**config.mk**
```make
export PLATFORM = sky130hd
export DESIGN_NAME = traffic_phase_ctrl_flat
export DESIGN_NICKNAME = d
export VERILOG_FILES = /design/src/rtl/traffic_phase_ctrl_if.sv /design/src/rtl/traffic_phase_ctrl.sv /design/src/flat_wrapper.sv
export SDC_FILE = /design/constraint.sdc
export NUM_CORES = 1
export LEC_CHECK = 0
export BUFFER_PORTS_ARGS = -buffer_cell sky130_fd_sc_hd__buf_4
export CAP_MARGIN = 20
export CORE_AREA = 5 5 59 101
export CTS_CLUSTER_SIZE = 28
export DETAILED_ROUTE_END_ITERATION = 8
export DIE_AREA = 0 0 64 106
export GPL_TIMING_DRIVEN = 0
export PLACE_DENSITY_LB_ADDON = 0.12
export SLEW_MARGIN = 25
export SYNTH_ARGS = -nofsm -noshare
export SYNTH_HDL_FRONTEND = slang
export SYNTH_SLANG_ARGS = --single-unit
```
**constraint.sdc**
```tcl
create_clock -name clk -period 3.1 [get_ports clk]
set_clock_uncertainty 0.15 [all_clocks]
set_input_delay 0.31 -clock clk [delete_from_list [all_inputs] [get_ports clk]]
set_output_delay 0.31 -clock clk [all_outputs]
set_load 0.02 [all_outputs]
```
**src/rtl/traffic_phase_ctrl_if.sv**
```systemverilog
// Request inputs and light/status outputs of the traffic phase controller.
interface traffic_phase_ctrl_if #(
    parameter int unsigned N_APP = 3,
    parameter int unsigned CNT_W = 8
);
    logic               vip_req;
    logic [1:0]         vip_sel;
    logic               night_req;
    logic [1:0]         night_sel;
    logic [4*N_APP-1:0] car_traffic;
    logic [2*N_APP-1:0] walk_traffic;
    logic [1:0]         phase_idx;
    logic [1:0]         mode;
    logic [CNT_W-1:0]   remaining;

    // Environment side: issues requests, observes lights.
    modport master (
        output vip_req, vip_sel, night_req, night_sel,
        input  car_traffic, walk_traffic, phase_idx, mode, remaining
    );

    // Controller side.
    modport slave (
        input  vip_req, vip_sel, night_req, night_sel,
        output car_traffic, walk_traffic, phase_idx, mode, remaining
    );
endinterface

```
**src/rtl/traffic_phase_ctrl.sv**
```systemverilog
// Multi-approach traffic light phase controller with VIP preemption and night mode.
module traffic_phase_ctrl #(
    parameter int unsigned N_APP    = 3,
    parameter int unsigned CNT_W    = 8,
    parameter int unsigned T_GREEN  = 20,
    parameter int unsigned T_LEFT   = 10,
    parameter int unsigned T_YELLOW = 3,
    parameter int unsigned T_FLASH  = 6,
    parameter int unsigned T_BLINK  = 2
) (
    input logic                  clk,
    input logic                  rst,
    traffic_phase_ctrl_if.slave  bus
);
    localparam logic [2:0] ST_RUN     = 3'd0;
    localparam logic [2:0] ST_ENTER_Y = 3'd1;
    localparam logic [2:0] ST_VIP     = 3'd2;
    localparam logic [2:0] ST_NIGHT   = 3'd3;
    localparam logic [2:0] ST_EXIT_Y  = 3'd4;

    localparam logic [1:0] PH_GREEN  = 2'd0;
    localparam logic [1:0] PH_LEFT   = 2'd1;
    localparam logic [1:0] PH_YELLOW = 2'd2;

    // Where a yellow transition lands once it is done.
    localparam logic [1:0] GO_VIP     = 2'd0;
    localparam logic [1:0] GO_NIGHT   = 2'd1;
    localparam logic [1:0] GO_RESTORE = 2'd2;
    localparam logic [1:0] GO_RESTART = 2'd3;

    localparam logic [3:0] CAR_RED    = 4'b1000;
    localparam logic [3:0] CAR_YELLOW = 4'b0100;
    localparam logic [3:0] CAR_LEFT   = 4'b1010;
    localparam logic [3:0] CAR_GREEN  = 4'b0001;
    localparam logic [3:0] CAR_DARK   = 4'b0000;
    localparam logic [1:0] WALK_RED   = 2'b10;
    localparam logic [1:0] WALK_GREEN = 2'b01;
    localparam logic [1:0] WALK_OFF   = 2'b00;

    localparam logic [CNT_W-1:0] LD_GREEN  = CNT_W'(T_GREEN - 1);
    localparam logic [CNT_W-1:0] LD_LEFT   = CNT_W'(T_LEFT - 1);
    localparam logic [CNT_W-1:0] LD_YELLOW = CNT_W'(T_YELLOW - 1);
    localparam logic [CNT_W-1:0] LD_BLINK  = CNT_W'(T_BLINK - 1);
    localparam logic [CNT_W-1:0] FLASH_LIM = CNT_W'(T_FLASH);
    localparam logic [1:0]       LAST_APP  = 2'(N_APP - 1);

    logic [2:0]       state_q, state_d;
    logic [1:0]       idx_q, idx_d;
    logic [1:0]       ph_q, ph_d;
    logic [CNT_W-1:0] cnt_q, cnt_d;
    logic [1:0]       tgt_q, tgt_d;
    logic             to_vip_q, to_vip_d;   // ENTER_Y heads to VIP (else NIGHT)
    logic             cancel_q, cancel_d;   // VIP dropped while still entering
    logic [1:0]       exit_q, exit_d;       // EXIT_Y landing
    logic             dark_q, dark_d;       // night blink half-period is DARK
    logic             sv_valid_q, sv_valid_d;
    logic [1:0]       sv_idx_q, sv_idx_d;
    logic [1:0]       sv_ph_q, sv_ph_d;
    logic [CNT_W-1:0] sv_cnt_q, sv_cnt_d;

    logic             go;
    logic [1:0]       go_kind;
    logic [1:0]       go_dest;
    logic [1:0]       req_tgt;
    logic [1:0]       vip_tgt;
    logic [1:0]       night_tgt;
    logic [1:0]       resume_kind;
    logic [CNT_W-1:0] cnt_dec;

    logic [4*N_APP-1:0] car;
    logic [2*N_APP-1:0] walk;

    function automatic logic [1:0] map_sel(input logic [1:0] sel);
        if (32'(sel) >= N_APP) begin
            return 2'd0;
        end
        return sel;
    endfunction

    assign vip_tgt   = map_sel(bus.vip_sel);
    assign night_tgt = map_sel(bus.night_sel);
    assign req_tgt   = bus.vip_req ? vip_tgt : night_tgt;
    assign cnt_dec   = cnt_q - CNT_W'(1);
    // After a VIP episode: stay dark if night is still wanted, else resume or restart.
    assign resume_kind = bus.night_req ? GO_NIGHT : (sv_valid_q ? GO_RESTORE : GO_RESTART);

    // Next-state logic: per-state decisions, then the shared landing actions.
    always_comb begin
        state_d    = state_q;
        idx_d      = idx_q;
        ph_d       = ph_q;
        cnt_d      = cnt_q;
        tgt_d      = tgt_q;
        to_vip_d   = to_vip_q;
        cancel_d   = cancel_q;
        exit_d     = exit_q;
        dark_d     = dark_q;
        sv_valid_d = sv_valid_q;
        sv_idx_d   = sv_idx_q;
        sv_ph_d    = sv_ph_q;
        sv_cnt_d   = sv_cnt_q;
        go         = 1'b0;
        go_kind    = GO_RESTART;
        go_dest    = 2'd0;

        case (state_q)
            ST_RUN: begin
                if (bus.vip_req || bus.night_req) begin
                    sv_valid_d = 1'b1;
                    sv_idx_d   = idx_q;
                    sv_ph_d    = ph_q;
                    sv_cnt_d   = cnt_q;
                    tgt_d      = req_tgt;
                    to_vip_d   = bus.vip_req;
                    cancel_d   = 1'b0;
                    // Skip yellow if target already flows, or yellow just ran out.
                    if ((idx_q == req_tgt && ph_q != PH_YELLOW) ||
                        (ph_q == PH_YELLOW && cnt_q == '0)) begin
                        go      = 1'b1;
                        go_kind = bus.vip_req ? GO_VIP : GO_NIGHT;
                        go_dest = req_tgt;
                    end else begin
                        state_d = ST_ENTER_Y;
                        cnt_d   = (ph_q == PH_YELLOW) ? cnt_dec : LD_YELLOW;
                    end
                end else if (cnt_q != '0) begin
                    cnt_d = cnt_dec;
                end else begin
                    case (ph_q)
                        PH_GREEN: begin
                            ph_d  = PH_LEFT;
                            cnt_d = LD_LEFT;
                        end
                        PH_LEFT: begin
                            ph_d  = PH_YELLOW;
                            cnt_d = LD_YELLOW;
                        end
                        default: begin
                            ph_d  = PH_GREEN;
                            cnt_d = LD_GREEN;
                            idx_d = (idx_q == LAST_APP) ? 2'd0 : idx_q + 2'd1;
                        end
                    endcase
                end
            end
            ST_ENTER_Y: begin
                cnt_d = cnt_dec;
                if (!to_vip_q && bus.vip_req) begin
                    tgt_d    = vip_tgt;
                    to_vip_d = 1'b1;
                end
                if (to_vip_q && !bus.vip_req) begin
                    cancel_d = 1'b1;
                end
                if (cnt_q == '0) begin
                    go = 1'b1;
                    if (to_vip_q && (cancel_q || !bus.vip_req)) begin
                        go_kind = resume_kind;
                        go_dest = night_tgt;
                    end else if (to_vip_q) begin
                        go_kind = GO_VIP;
                        go_dest = tgt_q;
                    end else if (bus.vip_req) begin
                        go_kind = GO_VIP;
                        go_dest = vip_tgt;
                    end else begin
                        go_kind = GO_NIGHT;
                        go_dest = tgt_q;
                    end
                end
            end
            ST_VIP: begin
                if (!bus.vip_req) begin
                    state_d = ST_EXIT_Y;
                    cnt_d   = LD_YELLOW;
                    exit_d  = resume_kind;
                    tgt_d   = night_tgt;
                end
            end
            ST_NIGHT: begin
                if (bus.vip_req) begin
                    state_d  = ST_ENTER_Y;
                    cnt_d    = LD_YELLOW;
                    tgt_d    = vip_tgt;
                    to_vip_d = 1'b1;
                    cancel_d = 1'b0;
                end else if (!bus.night_req) begin
                    state_d = ST_EXIT_Y;
                    cnt_d   = LD_YELLOW;
                    exit_d  = GO_RESTART;
                end else if (cnt_q == '0) begin
                    cnt_d  = LD_BLINK;
                    dark_d = ~dark_q;
                end else begin
                    cnt_d = cnt_dec;
                end
            end
            ST_EXIT_Y: begin
                cnt_d = cnt_dec;
                if (cnt_q == '0) begin
                    go      = 1'b1;
                    go_kind = exit_q;
                    go_dest = tgt_q;
                end
            end
            default: begin
                go      = 1'b1;
                go_kind = GO_RESTART;
            end
        endcase

        if (go) begin
            case (go_kind)
                GO_VIP: begin
                    state_d = ST_VIP;
                    idx_d   = go_dest;
                    cnt_d   = '0;
                end
                GO_NIGHT: begin
                    state_d    = ST_NIGHT;
                    idx_d      = go_dest;
                    cnt_d      = LD_BLINK;
                    dark_d     = 1'b0;
                    sv_valid_d = 1'b0;
                end
                GO_RESTORE: begin
                    state_d    = ST_RUN;
                    idx_d      = sv_idx_q;
                    ph_d       = sv_ph_q;
                    cnt_d      = sv_cnt_q;
                    sv_valid_d = 1'b0;
                end
                default: begin
                    state_d    = ST_RUN;
                    idx_d      = 2'd0;
                    ph_d       = PH_GREEN;
                    cnt_d      = LD_GREEN;
                    sv_valid_d = 1'b0;
                end
            endcase
        end
    end

    // State registers with synchronous reset to approach 0 GREEN.
    always_ff @(posedge clk) begin
        if (rst) begin
            state_q    <= ST_RUN;
            idx_q      <= 2'd0;
            ph_q       <= PH_GREEN;
            cnt_q      <= LD_GREEN;
            tgt_q      <= 2'd0;
            to_vip_q   <= 1'b0;
            cancel_q   <= 1'b0;
            exit_q     <= GO_RESTART;
            dark_q     <= 1'b0;
            sv_valid_q <= 1'b0;
            sv_idx_q   <= 2'd0;
            sv_ph_q    <= PH_GREEN;
            sv_cnt_q   <= '0;
        end else begin
            state_q    <= state_d;
            idx_q      <= idx_d;
            ph_q       <= ph_d;
            cnt_q      <= cnt_d;
            tgt_q      <= tgt_d;
            to_vip_q   <= to_vip_d;
            cancel_q   <= cancel_d;
            exit_q     <= exit_d;
            dark_q     <= dark_d;
            sv_valid_q <= sv_valid_d;
            sv_idx_q   <= sv_idx_d;
            sv_ph_q    <= sv_ph_d;
            sv_cnt_q   <= sv_cnt_d;
        end
    end

    // Light decoding from the current state.
    always_comb begin
        car  = '0;
        walk = '0;
        for (int k = 0; k < int'(N_APP); k++) begin
            car[4*k +: 4]  = CAR_RED;
            walk[2*k +: 2] = WALK_RED;
            if (state_q == ST_NIGHT) begin
                car[4*k +: 4]  = dark_q ? CAR_DARK : CAR_RED;
                walk[2*k +: 2] = WALK_OFF;
            end
            if (idx_q == 2'(k)) begin
                case (state_q)
                    ST_RUN: begin
                        case (ph_q)
                            PH_GREEN: car[4*k +: 4] = CAR_GREEN;
                            PH_LEFT:  car[4*k +: 4] = CAR_LEFT;
                            default:  car[4*k +: 4] = CAR_YELLOW;
                        endcase
                    end
                    ST_VIP, ST_NIGHT: car[4*k +: 4] = CAR_GREEN;
                    default:          car[4*k +: 4] = CAR_YELLOW;
                endcase
            end
            // Crosswalk k runs beside approach k+1's green; flashes near its end.
            if (state_q == ST_RUN && ph_q == PH_GREEN && idx_q == 2'((k + 1) % N_APP)) begin
                walk[2*k +: 2] = (cnt_q < FLASH_LIM && !cnt_q[0]) ? WALK_OFF : WALK_GREEN;
            end
        end
    end

    assign bus.car_traffic  = car;
    assign bus.walk_traffic = walk;
    assign bus.phase_idx    = idx_q;
    assign bus.remaining    = cnt_q;
    assign bus.mode         = (state_q == ST_RUN)   ? 2'd0 :
                              (state_q == ST_VIP)   ? 2'd1 :
                              (state_q == ST_NIGHT) ? 2'd2 : 2'd3;
endmodule

```
**src/flat_wrapper.sv**
```systemverilog
// flat-port wrapper written by rule: the top's interface ports become plain ports
module traffic_phase_ctrl_flat 
#(
    parameter int unsigned N_APP    = 3,
    parameter int unsigned CNT_W    = 8,
    parameter int unsigned T_GREEN  = 20,
    parameter int unsigned T_LEFT   = 10,
    parameter int unsigned T_YELLOW = 3,
    parameter int unsigned T_FLASH  = 6,
    parameter int unsigned T_BLINK  = 2
)
  (clk, rst, bus_vip_req, bus_vip_sel, bus_night_req, bus_night_sel, bus_car_traffic, bus_walk_traffic, bus_phase_idx, bus_mode, bus_remaining);
  traffic_phase_ctrl_if #(.N_APP(N_APP), .CNT_W(CNT_W)) bus_i ();
  input logic clk;
  input logic rst;
  input wire logic [$bits(bus_i.vip_req)-1:0] bus_vip_req;
  input wire logic [$bits(bus_i.vip_sel)-1:0] bus_vip_sel;
  input wire logic [$bits(bus_i.night_req)-1:0] bus_night_req;
  input wire logic [$bits(bus_i.night_sel)-1:0] bus_night_sel;
  output wire logic [$bits(bus_i.car_traffic)-1:0] bus_car_traffic;
  output wire logic [$bits(bus_i.walk_traffic)-1:0] bus_walk_traffic;
  output wire logic [$bits(bus_i.phase_idx)-1:0] bus_phase_idx;
  output wire logic [$bits(bus_i.mode)-1:0] bus_mode;
  output wire logic [$bits(bus_i.remaining)-1:0] bus_remaining;
  assign bus_i.vip_req = bus_vip_req;
  assign bus_i.vip_sel = bus_vip_sel;
  assign bus_i.night_req = bus_night_req;
  assign bus_i.night_sel = bus_night_sel;
  assign bus_car_traffic = bus_i.car_traffic;
  assign bus_walk_traffic = bus_i.walk_traffic;
  assign bus_phase_idx = bus_i.phase_idx;
  assign bus_mode = bus_i.mode;
  assign bus_remaining = bus_i.remaining;
  traffic_phase_ctrl #(.N_APP(N_APP), .CNT_W(CNT_W), .T_GREEN(T_GREEN), .T_LEFT(T_LEFT), .T_YELLOW(T_YELLOW), .T_FLASH(T_FLASH), .T_BLINK(T_BLINK)) u_core (.clk(clk), .rst(rst), .bus(bus_i));
endmodule
```
==> flow_summary.yaml, run 1 <==
outcome:
  outcome: "finished clean"
clocking:
  clock_path_buffers: 2
  clk_pin_slew_ns: 0.08
  worstSkewPairLatency_ns: 0.29
  cts_resized: 0
  clock_sinks: 35
  cts_hold_buf: 0
  cts_tree: "built"
  cts_setup_buffers: 0
  cts_max_level: 2
  clock_tree.root_cell: "clkbuf_8"
  cts_buffers: 5
placement:
  dp_hpwl_mm: 6.60
  numPortBuffers: 37
  gp_congestion: 0.922
  placed_area_um2: 3020
  place_ws_ns: 0.229
global_route:
  grtUsageTotal_pct: 25.1
  grt_antenna_before_repair: 0
  grt_max_degree: 12
  grt_pass1_wl_mm: 13.8
  grt_overflow_total: 0
  grt_pass1_vias: 2832
pwr:
  power_w: 0.00276
  power_density_nw_per_um2: 886
  peakVddDrop_mv: 0.693
  leakage_nw: 1.22
synthesis:
  yosysTopAreaCellShare_pct: 26.2
  synth_seq_cells: 35
  synth.most_common_cell: "nand2_1"
  synthCells: 375
  synthArstFlopShare_pct: 0
  syn_area_um2: 2680
  synth_common_cells: "nand2_1 (56), nor2_1 (45), a21oi_1 (40)"
  synth_flop_cell: "dfxtp_1"
  synth_area_leaders: "dfxtp_1 (26%), nand2_1 (7.9%), a21oi_1 (7.5%), nor2_1 (6.3%), o21ai_0 (4.5%)"
  avgSynthCellArea_um2: 7.14
  synthDistinctLibCells: 67
  yosys.area.top_type: "dfxtp_1"
  synth_edf_count: 0
  ys_seq_area_share_pct: 26.2
  syn-num-nets: 385
  yosysWarnings: 0
worst_setup_path:
  crit_path_end_kind: "flop"
  cp_data_required_time_ns: 3.15
  startpoint_type: "flop"
  cp_common_cell: "nand2_1"
  rr_startpoint: "u_core.bus.remaining[1]"
  path_cells: "inv_1, ha_1, nor3b_2, and2_2, clkbuf_1, nand2_1, a31oi_4, and3_1, buf_6, nand2_1, a31oi_1"
  cpPeakStageDelay_ns: 0.37
  r2r_end: "u_core.bus.remaining[3]"
  r2r_cells: 11
  cp_slowest_cell: "dfxtp_1"
  critPathLaunch: "u_core.bus.remaining[1]"
  crit_arrival_ns: 2.94
  critPathKind: "flop to flop"
  critPathMaxFanout: 7
  rrSetupSlack_ns: 0.20
routing:
  drc: 0
  antenna_left: 0
  vias: 2919
  routed_wl_mm: 8.47
  first_pass_iters: 4
  avgRoutedWirePerCell_um: 17.8
  viasPerCell: 6.15
  drt_iter0_markers: 214
min_path:
  min_path_type: "primary input to flop"
  worst_hold_path.endpoint: "u_core.exit_q[1]"
  hold_depth: 3
  worstHoldStart: "rst"
layout:
  area_delta_synth_final_pct: 16.2
  final_core_util_pct: 60.7
  final.fill_count: 505
  nets: 429
  diodes: 0
  fin_area_um2: 3110
  layout-drive-gt1-share_pct: 18.3
sta:
  tns_ns: 0
  rsz0062_at_grt: "no"
  slew_violations: 0
  fin_ws_ns: 0.203
  max_freq_mhz: 345
  min_period_over_period_pct: 93.4
  finalHoldViolCount: 0
  slew-limit-headroom_pct: 55.9
  fin_crit_ns: 2.90
  setup_viol: 0
  tightest_slew_ns: 0.659
floorplanning:
  dieArea_um2: 6780
  die_h_um: 106
  coreArea_um2: 5120
  dieWidth_um: 64
  initial_utilization_pct: 52.2
  num_rows: 35
  io_pins: 38
flow_run:
  max_cap_viol_count: 0
[per-layer routing]
layer,part of all wire (%),GRT usage [%]
met4,3.8,11.7
met3,3.7,4.02
met2,55,46.0
met5,0,0
met1,38,27.0
[state kept, by name, indices dropped and copies added, names as in the netlist]
register and cells:
u_core.bus.phase_idx 2, u_core.sv_ph_q 2, u_core.cancel_q 1, u_core.bus.remaining 8, u_core.tgt_q 2, u_core.to_vip_q 1
u_core.exit_q 2, u_core.dark_q 1, u_core.sv_idx_q 2, u_core.sv_valid_q 1, u_core.state_q 3, u_core.sv_cnt_q 8
u_core.ph_q 2
[where the power goes]
group	total, W	internal [W]	switching [W]	leakage, nW
Clock	0.000331	0.000157	0.000174	0.0412
Sequential	0.000651	0.000541	0.000109	0.285
Combinational	0.00177	0.000636	0.00114	0.897
[placed cells by master (no fill, tap or decap), drive strengths merged, types with 3 or more instances in the layout]
cell / Yosys / layout
nand2: 56 / 56
buf: 11 / 48
nor2: 46 / 46
a21oi: 41 / 41
dfxtp: 35 / 35
o21ai: 25 / 25
clkbuf: 13 / 19
nor3: 18 / 18
inv: 12 / 12
nand3: 11 / 11
a31oi: 9 / 9
nor2b: 8 / 8
nand2b: 6 / 6
a22oi: 6 / 6
a211oi: 5 / 5
nor4: 5 / 5
and3b: 4 / 4
or2: 4 / 4
or3: 3 / 3
and2: 3 / 3
nand4: 3 / 3
mux2i: 3 / 3
o211ai: 3 / 3
xor2: 3 / 3
nor3b: 3 / 3
a221o: 3 / 3
o31ai: 3 / 3
[worst max-delay path, delay by kind of cell, from the launching register on]
family | cells | cell delay (ns)
buffers and inverters | 3 | 0.58
flip-flops | 1 | 0.37
AND/OR/NAND/NOR | 5 | 1.00
adder cells (fa/ha/maj) | 1 | 0.15
AO/OA/AOI/OAI | 2 | 0.56
[how the worst max path moves through the flow]
| stage | cells after the start | endpoint | slack, ns |
|---|---|---|---|
| CTS | 10 | u_core.bus.remaining[3] | 0.19 |
| global placement | 11 | u_core.bus.remaining[3] | 0.26 |
| finish | 11 | u_core.bus.remaining[3] | 0.20 |
| detailed placement | 11 | u_core.bus.remaining[3] | 0.23 |
| global route | 11 | u_core.bus.remaining[3] | 0.02 |
| floorplan | 10 | u_core.bus.remaining[3] | 0.62 |
[per-stage QoR]
step,hold slack (ns),instances
final,0.223,475
after global routing,0.247,475
after CTS,0.211,475
after detailed placement,0.299,467
after global placement,0.293,467
after floorplan,0.286,375
[logic make-up after synthesis]
| family | share of synthesized area (%) |
|---|---|
| AO/OA/AOI/OAI | 29.5 |
| XOR/XNOR | 1.64 |
| adder cells (fa/ha/maj) | 0.935 |
| buffers and inverters | 7.81 |
| flip-flops | 26.2 |
| multiplexers | 1.54 |
| AND/OR/NAND/NOR | 32.4 |
[final cells by class]
| type | count | area [µm²] | share of cell area (%) |
|---|---|---|---|
| clock buffer | 6 | 72.6 | 2.33 |
| multi-input combinational | 302 | 1770 | 56.9 |
| clock inverter | 2 | 12.5 | 0.402 |
| sequential | 35 | 701 | 22.5 |
| timing repair buffer | 37 | 278 | 8.93 |
| buffer | 26 | 164 | 5.27 |
| inverter | 12 | 45.0 | 1.45 |
| tap | 55 | 68.8 | 2.21 |
Note: power is estimated with default switching activity, not from simulation.
==> inputs of run 2 (changes only) <==
--- a/config.mk
+++ b/config.mk
@@ -7,10 +7,11 @@
 export LEC_CHECK = 0
 export BUFFER_PORTS_ARGS = -buffer_cell sky130_fd_sc_hd__buf_4
 export CAP_MARGIN = 20
-export CORE_AREA = 5 5 59 101
+export CORE_AREA = 5 5 76 78
+export CTS_CLUSTER_DIAMETER = 100
 export CTS_CLUSTER_SIZE = 28
 export DETAILED_ROUTE_END_ITERATION = 8
-export DIE_AREA = 0 0 64 106
+export DIE_AREA = 0 0 81 83
 export GPL_TIMING_DRIVEN = 0
 export PLACE_DENSITY_LB_ADDON = 0.12
 export SLEW_MARGIN = 25
==> run 2 against run 1 <==
Final area up 0.48%. First-iteration DRC count up 43%. Clock power down 1%. Non-clock buffer count unchanged. Critical endpoint is now u_core.ph_q[0]. Core utilization up 1.7 points. Largest power group unchanged. Sequential share of layout area down 0.11 points. Hold slack worse by 0.042 ns.
==> flow_summary.yaml, run 2 (synthesis gave the netlist of run 1 again) <==
worst_setup_path:
  crit_buf_inv: 2
  path_cells: "inv_1, ha_1, nor3b_2, nand2_1, a221o_2, o31ai_4, buf_2, nand2_1, a22oi_1, nor2_1"
  rrSetupSlack_ns: 0.20
  crit_path_end_kind: "flop"
  critPathKind: "flop to flop"
  crit_family: "simple AND/OR/NAND/NOR gates"
  cp_slowest_cell: "a221o_2"
  critPathMaxFanout: 10
  cp_common_cell: "nand2_1"
  startpoint_type: "flop"
  r2r_end: "u_core.ph_q[0]"
  r2r_cells: 10
  cp_data_required_time_ns: 3.11
  cpPeakStageDelay_ns: 0.49
  crit_arrival_ns: 2.91
  rr_startpoint: "u_core.bus.remaining[0]"
layout:
  final.fill_count: 495
  area_delta_synth_final_pct: 16.8
  final_core_util_pct: 62.4
  diodes: 0
  nets: 429
  final_cell_mix: "nand2_1 (56), nor2_1 (44), a21oi_1 (40)"
  final_common_cell: "nand2_1"
  layout-drive-gt1-share_pct: 18.1
sta:
  slew_violations: 0
  setup_viol: 0
  tightest_slew_ns: 0.683
  rsz0062_at_grt: "no"
  max_freq_mhz: 345
  tns_ns: 0
  fin_crit_ns: 2.90
  slew-limit-headroom_pct: 54.1
  min_period_over_period_pct: 93.5
  finalHoldViolCount: 0
global_route:
  grt_pass1_wl_mm: 13.5
  grt_use_met3_pct: 3.68
  grtUsageMet2_pct: 38.8
  grt_pass1_vias: 2696
  grt_overflow_total: 0
  grtUsageTotal_pct: 24.9
  grt_max_degree: 11
  busiest_layer: "met2"
  grt_util_met1_pct: 34.1
  grt_antenna_before_repair: 0
clocking:
  clock_sinks: 35
  cts_max_level: 2
  clk_pin_slew_ns: 0.07
  clock_tree.root_cell: "clkbuf_8"
  worstSkewPairLatency_ns: 0.29
  cts_buffers: 5
  cts_hold_buf: 0
  cts_tree: "built"
  clock_path_buffers: 2
min_path:
  worstHoldStart: "rst"
  hold_depth: 3
  worst_hold_path.endpoint: "u_core.exit_q[0]"
  min_path_type: "primary input to flop"
pwr:
  power_density_nw_per_um2: 876
  peakVddDrop_mv: 0.416
  leakage_nw: 1.22
outcome:
  outcome: "finished clean"
floorplanning:
  initial_utilization_pct: 53.4
  io_pins: 38
  die_h_um: 83
  dieWidth_um: 81
  num_rows: 26
  dieArea_um2: 6720
  coreArea_um2: 5010
placement:
  gp_congestion: 0.927
  dp_hpwl_mm: 6.11
  numPortBuffers: 37
routing:
  vias: 2954
  drt_iter0_markers: 306
  routed_wl_mm: 8.14
  avgRoutedWirePerCell_um: 16.6
  antenna_left: 0
  viasPerCell: 6.03
  drc: 0
  first_pass_iters: 5
flow_run:
  max_cap_viol_count: 0
## run 2: cell count changes in the layout (fill, tap and decap cells not counted)
cell        delta
clkbuf_1       +1
clkinvlp_4     -1
## run 2: what timing repair did
action | 4_1_cts | 5_1_grt
hold endpoints to repair | 0 | 0
buffers inserted | 0 | 0
endpoints found under the setup margin | 0 | 1
resized for setup | 0 | 1
## run 2: worst max-delay path by stage
| stage | start | end | slack, ns | cells after the start |
|---|---|---|---|---|
| finish | u_core.bus.remaining[0] | u_core.ph_q[0] | 0.20 | 10 |
| global route | u_core.bus.remaining[0] | u_core.bus.remaining[3] | 0.04 | 11 |
| CTS | u_core.bus.remaining[0] | u_core.bus.remaining[3] | 0.22 | 10 |
| detailed placement | u_core.bus.remaining[0] | u_core.bus.remaining[6] | 0.26 | 10 |
| global placement | u_core.bus.remaining[0] | u_core.bus.remaining[3] | 0.24 | 10 |
| floorplan | u_core.bus.remaining[0] | u_core.bus.remaining[3] | 0.62 | 10 |
## run 2: per-stage QoR
step	area [µm²]	setup slack, ns	total power (W)	hold WS (ns)	instances
2_1_floorplan	2680	0.624	0.00185	0.286	375
3_3_place_gp	3040	0.240	0.00237	0.294	482
3_5_place_dp	3040	0.257	0.00238	0.299	482
4_1_cts	3120	0.216	0.00272	0.179	490
5_1_grt	3130	0.0375	0.00293	0.200	490
6_report	3130	0.201	0.00274	0.181	490
## run 2: layout make-up
cell class	instances	area (µm²)	share of cell area (%)
Inverter	12	45.0	1.44
Timing Repair Buffer	37	278	8.89
Multi-Input combinational cell	302	1770	56.6
Clock buffer	7	76.3	2.44
Tap cell	70	87.6	2.80
Sequential cell	35	701	22.4
Clock inverter	1	5.00	0.160
Buffer	26	164	5.24
## run 2: power by group
group | total, W | switching [W] | internal (W)
Combinational | 0.00176 | 0.00113 | 0.000636
Sequential | 0.000650 | 0.000109 | 0.000541
Clock | 0.000327 | 0.000169 | 0.000158
## run 2: layer usage
layer	wire length [µm]	vias to the layer above
li1	-	1440
met1	3630	1375
met2	3820	119
met3	473	20
met4	225	0
met5	0	-
## run 2: tightest hold or removal path: cells and delay by family
kind / cells / cell delay, ns
buf+inv: 2 / 0.19
compound gates: 1 / 0.09
==> inputs of run 3 (changes only) <==
--- a/config.mk
+++ b/config.mk
@@ -7,11 +7,11 @@
 export LEC_CHECK = 0
 export BUFFER_PORTS_ARGS = -buffer_cell sky130_fd_sc_hd__buf_4
 export CAP_MARGIN = 20
-export CORE_AREA = 5 5 76 78
+export CORE_AREA = 5 5 74 76
 export CTS_CLUSTER_DIAMETER = 100
 export CTS_CLUSTER_SIZE = 28
 export DETAILED_ROUTE_END_ITERATION = 8
-export DIE_AREA = 0 0 81 83
+export DIE_AREA = 0 0 79 81
 export GPL_TIMING_DRIVEN = 0
 export PLACE_DENSITY_LB_ADDON = 0.12
 export SLEW_MARGIN = 25
==> run 3 against run 2 <==
Critical path depth unchanged. Clock-buffer cell count stayed put. Core utilization grew 4.7 points. Final area is the same. Total power is 1.0% higher. Register-to-register slack improved by 0.10 ns.
==> flow_summary.yaml, run 3 (synthesis gave the netlist of run 1 again) <==
clocking:
  cts_hold_buf: 0
  cts_resized: 0
  worstSkewPairLatency_ns: 0.29
  clock_sinks: 35
  clk_pin_slew_ns: 0.07
  cts_setup_buffers: 0
  cts_buffers: 5
  clock_tree.root_cell: "clkbuf_8"
  cts_max_level: 2
  clock_path_buffers: 2
  cts_tree: "built"
routing:
  antenna_left: 0
  drt_iter0_markers: 250
  routed_wl_mm: 7.83
  drc: 0
  first_pass_iters: 5
  vias: 2924
  viasPerCell: 6.17
  avgRoutedWirePerCell_um: 16.5
global_route:
  grtUsageTotal_pct: 25.6
  grt_antenna_before_repair: 0
  grt_pass1_wl_mm: 13.2
  grt_overflow_total: 0
  grt_max_degree: 12
  grt_pass1_vias: 2748
sta:
  finalHoldViolCount: 0
  rsz0062_at_grt: "no"
  min_period_over_period_pct: 90.2
  max_freq_mhz: 357
  holdWs_ns: 0.192
  setup_viol: 0
  slew-limit-headroom_pct: 57.7
  fin_ws_ns: 0.303
  tns_ns: 0
  slew_violations: 0
  tightest_slew_ns: 0.633
  fin_crit_ns: 2.80
worst_setup_path:
  crit_path_end_kind: "flop"
  r2r_end: "u_core.bus.remaining[3]"
  crit_arrival_ns: 2.86
  critPathMaxFanout: 8
  startpoint_type: "flop"
  cp_data_required_time_ns: 3.16
  rr_startpoint: "u_core.bus.remaining[0]"
  critPathKind: "flop to flop"
  rrSetupSlack_ns: 0.30
  r2r_cells: 10
  critPathLaunch: "u_core.bus.remaining[0]"
layout:
  nets: 429
  final_core_util_pct: 67.1
  diodes: 0
  final_common_cell: "nand2_1"
  area_delta_synth_final_pct: 16.8
  layout-drive-gt1-share_pct: 18.3
  seqCellArea_um2: 701
  final.fill_count: 445
  final_cell_mix: "nand2_1 (56), nor2_1 (45), a21oi_1 (40)"
  multiInputGateArea_um2: 1770
min_path:
  min_path_type: "primary input to flop"
  hold_depth: 3
  worst_hold_path.endpoint: "u_core.exit_q[0]"
  worstHoldStart: "rst"
floorplanning:
  dieWidth_um: 79
  dieArea_um2: 6400
  coreArea_um2: 4660
  num_rows: 25
  die_h_um: 81
  initial_utilization_pct: 57.4
  io_pins: 38
pwr:
  leakage_nw: 1.23
  peakVddDrop_mv: 0.514
  power_density_nw_per_um2: 885
outcome:
  outcome: "finished clean"
placement:
  dp_hpwl_mm: 5.89
  gp_congestion: 0.951
  place_ws_ns: 0.356
  numPortBuffers: 37
flow_run:
  max_cap_viol_count: 0
-- run 3: cell types whose count changed in the layout (fill, tap and decap cells not counted) --
cell | previous run | this run
clkbuf_1 | 15 | 13
clkbuf_8 | 5 | 7
clkinv_2 | 1 | 0
clkinvlp_4 | 0 | 1
nor2_1 | 44 | 45
nor2_2 | 2 | 1
-- run 3: layer usage --
| layer | global-route usage [%] | wire length (µm) | vias up |
|---|---|---|---|
| li1 | - | - | 1445 |
| met1 | 33.0 | 3370 | 1342 |
| met2 | 43.1 | 3760 | 121 |
| met3 | 4.43 | 537 | 16 |
| met4 | 9.28 | 165 | 0 |
| met5 | 0 | 0 | - |
-- run 3: worst max-delay path by stage --
stage,slack (ns),endpoint,cells past startpoint
2_1_floorplan,0.62,u_core.bus.remaining[3],10
3_3_place_gp,0.36,u_core.ph_q[0],10
3_5_place_dp,0.36,u_core.ph_q[0],10
4_1_cts,0.33,u_core.bus.remaining[3],10
5_1_grt,0.08,u_core.bus.remaining[3],11
6_report,0.30,u_core.bus.remaining[3],10
-- run 3: final cells by class --
type | count | share of cell area (%)
plain buffers | 26 | 5.24
clock buffers | 7 | 3.08
clock inverters | 1 | 0.240
inverters | 12 | 1.44
multi-input cells | 302 | 56.5
flip-flops and latches | 35 | 22.4
well taps | 54 | 2.16
repair buffers | 37 | 8.89
-- run 3: critical path, cell delays in order (launching register included) --
cell and delay [ns]:
dfxtp_1 0.50, inv_1 0.11, ha_1 0.20, nor3b_2 0.18, and2_2 0.19, clkbuf_1 0.20, o21ai_0 0.27, a21bo_2 0.29
nor2_1 0.32, nand3_1 0.12, a31oi_1 0.20
-- run 3: where the power goes --
group          leakage, nW  internal, W  switching, W
combinational        0.897     0.000634       0.00111
clock               0.0505     0.000202      0.000179
sequential           0.285     0.000541      0.000105
total                 1.23      0.00138       0.00139
-- run 3: per-stage QoR --
stage	total power, W	cell area [µm²]	std cells
6_report	0.00277	3130	474
3_5_place_dp	0.00237	3020	466
4_1_cts	0.00275	3130	474
5_1_grt	0.00297	3130	474
3_3_place_gp	0.00236	3020	466
2_1_floorplan	0.00185	2680	375
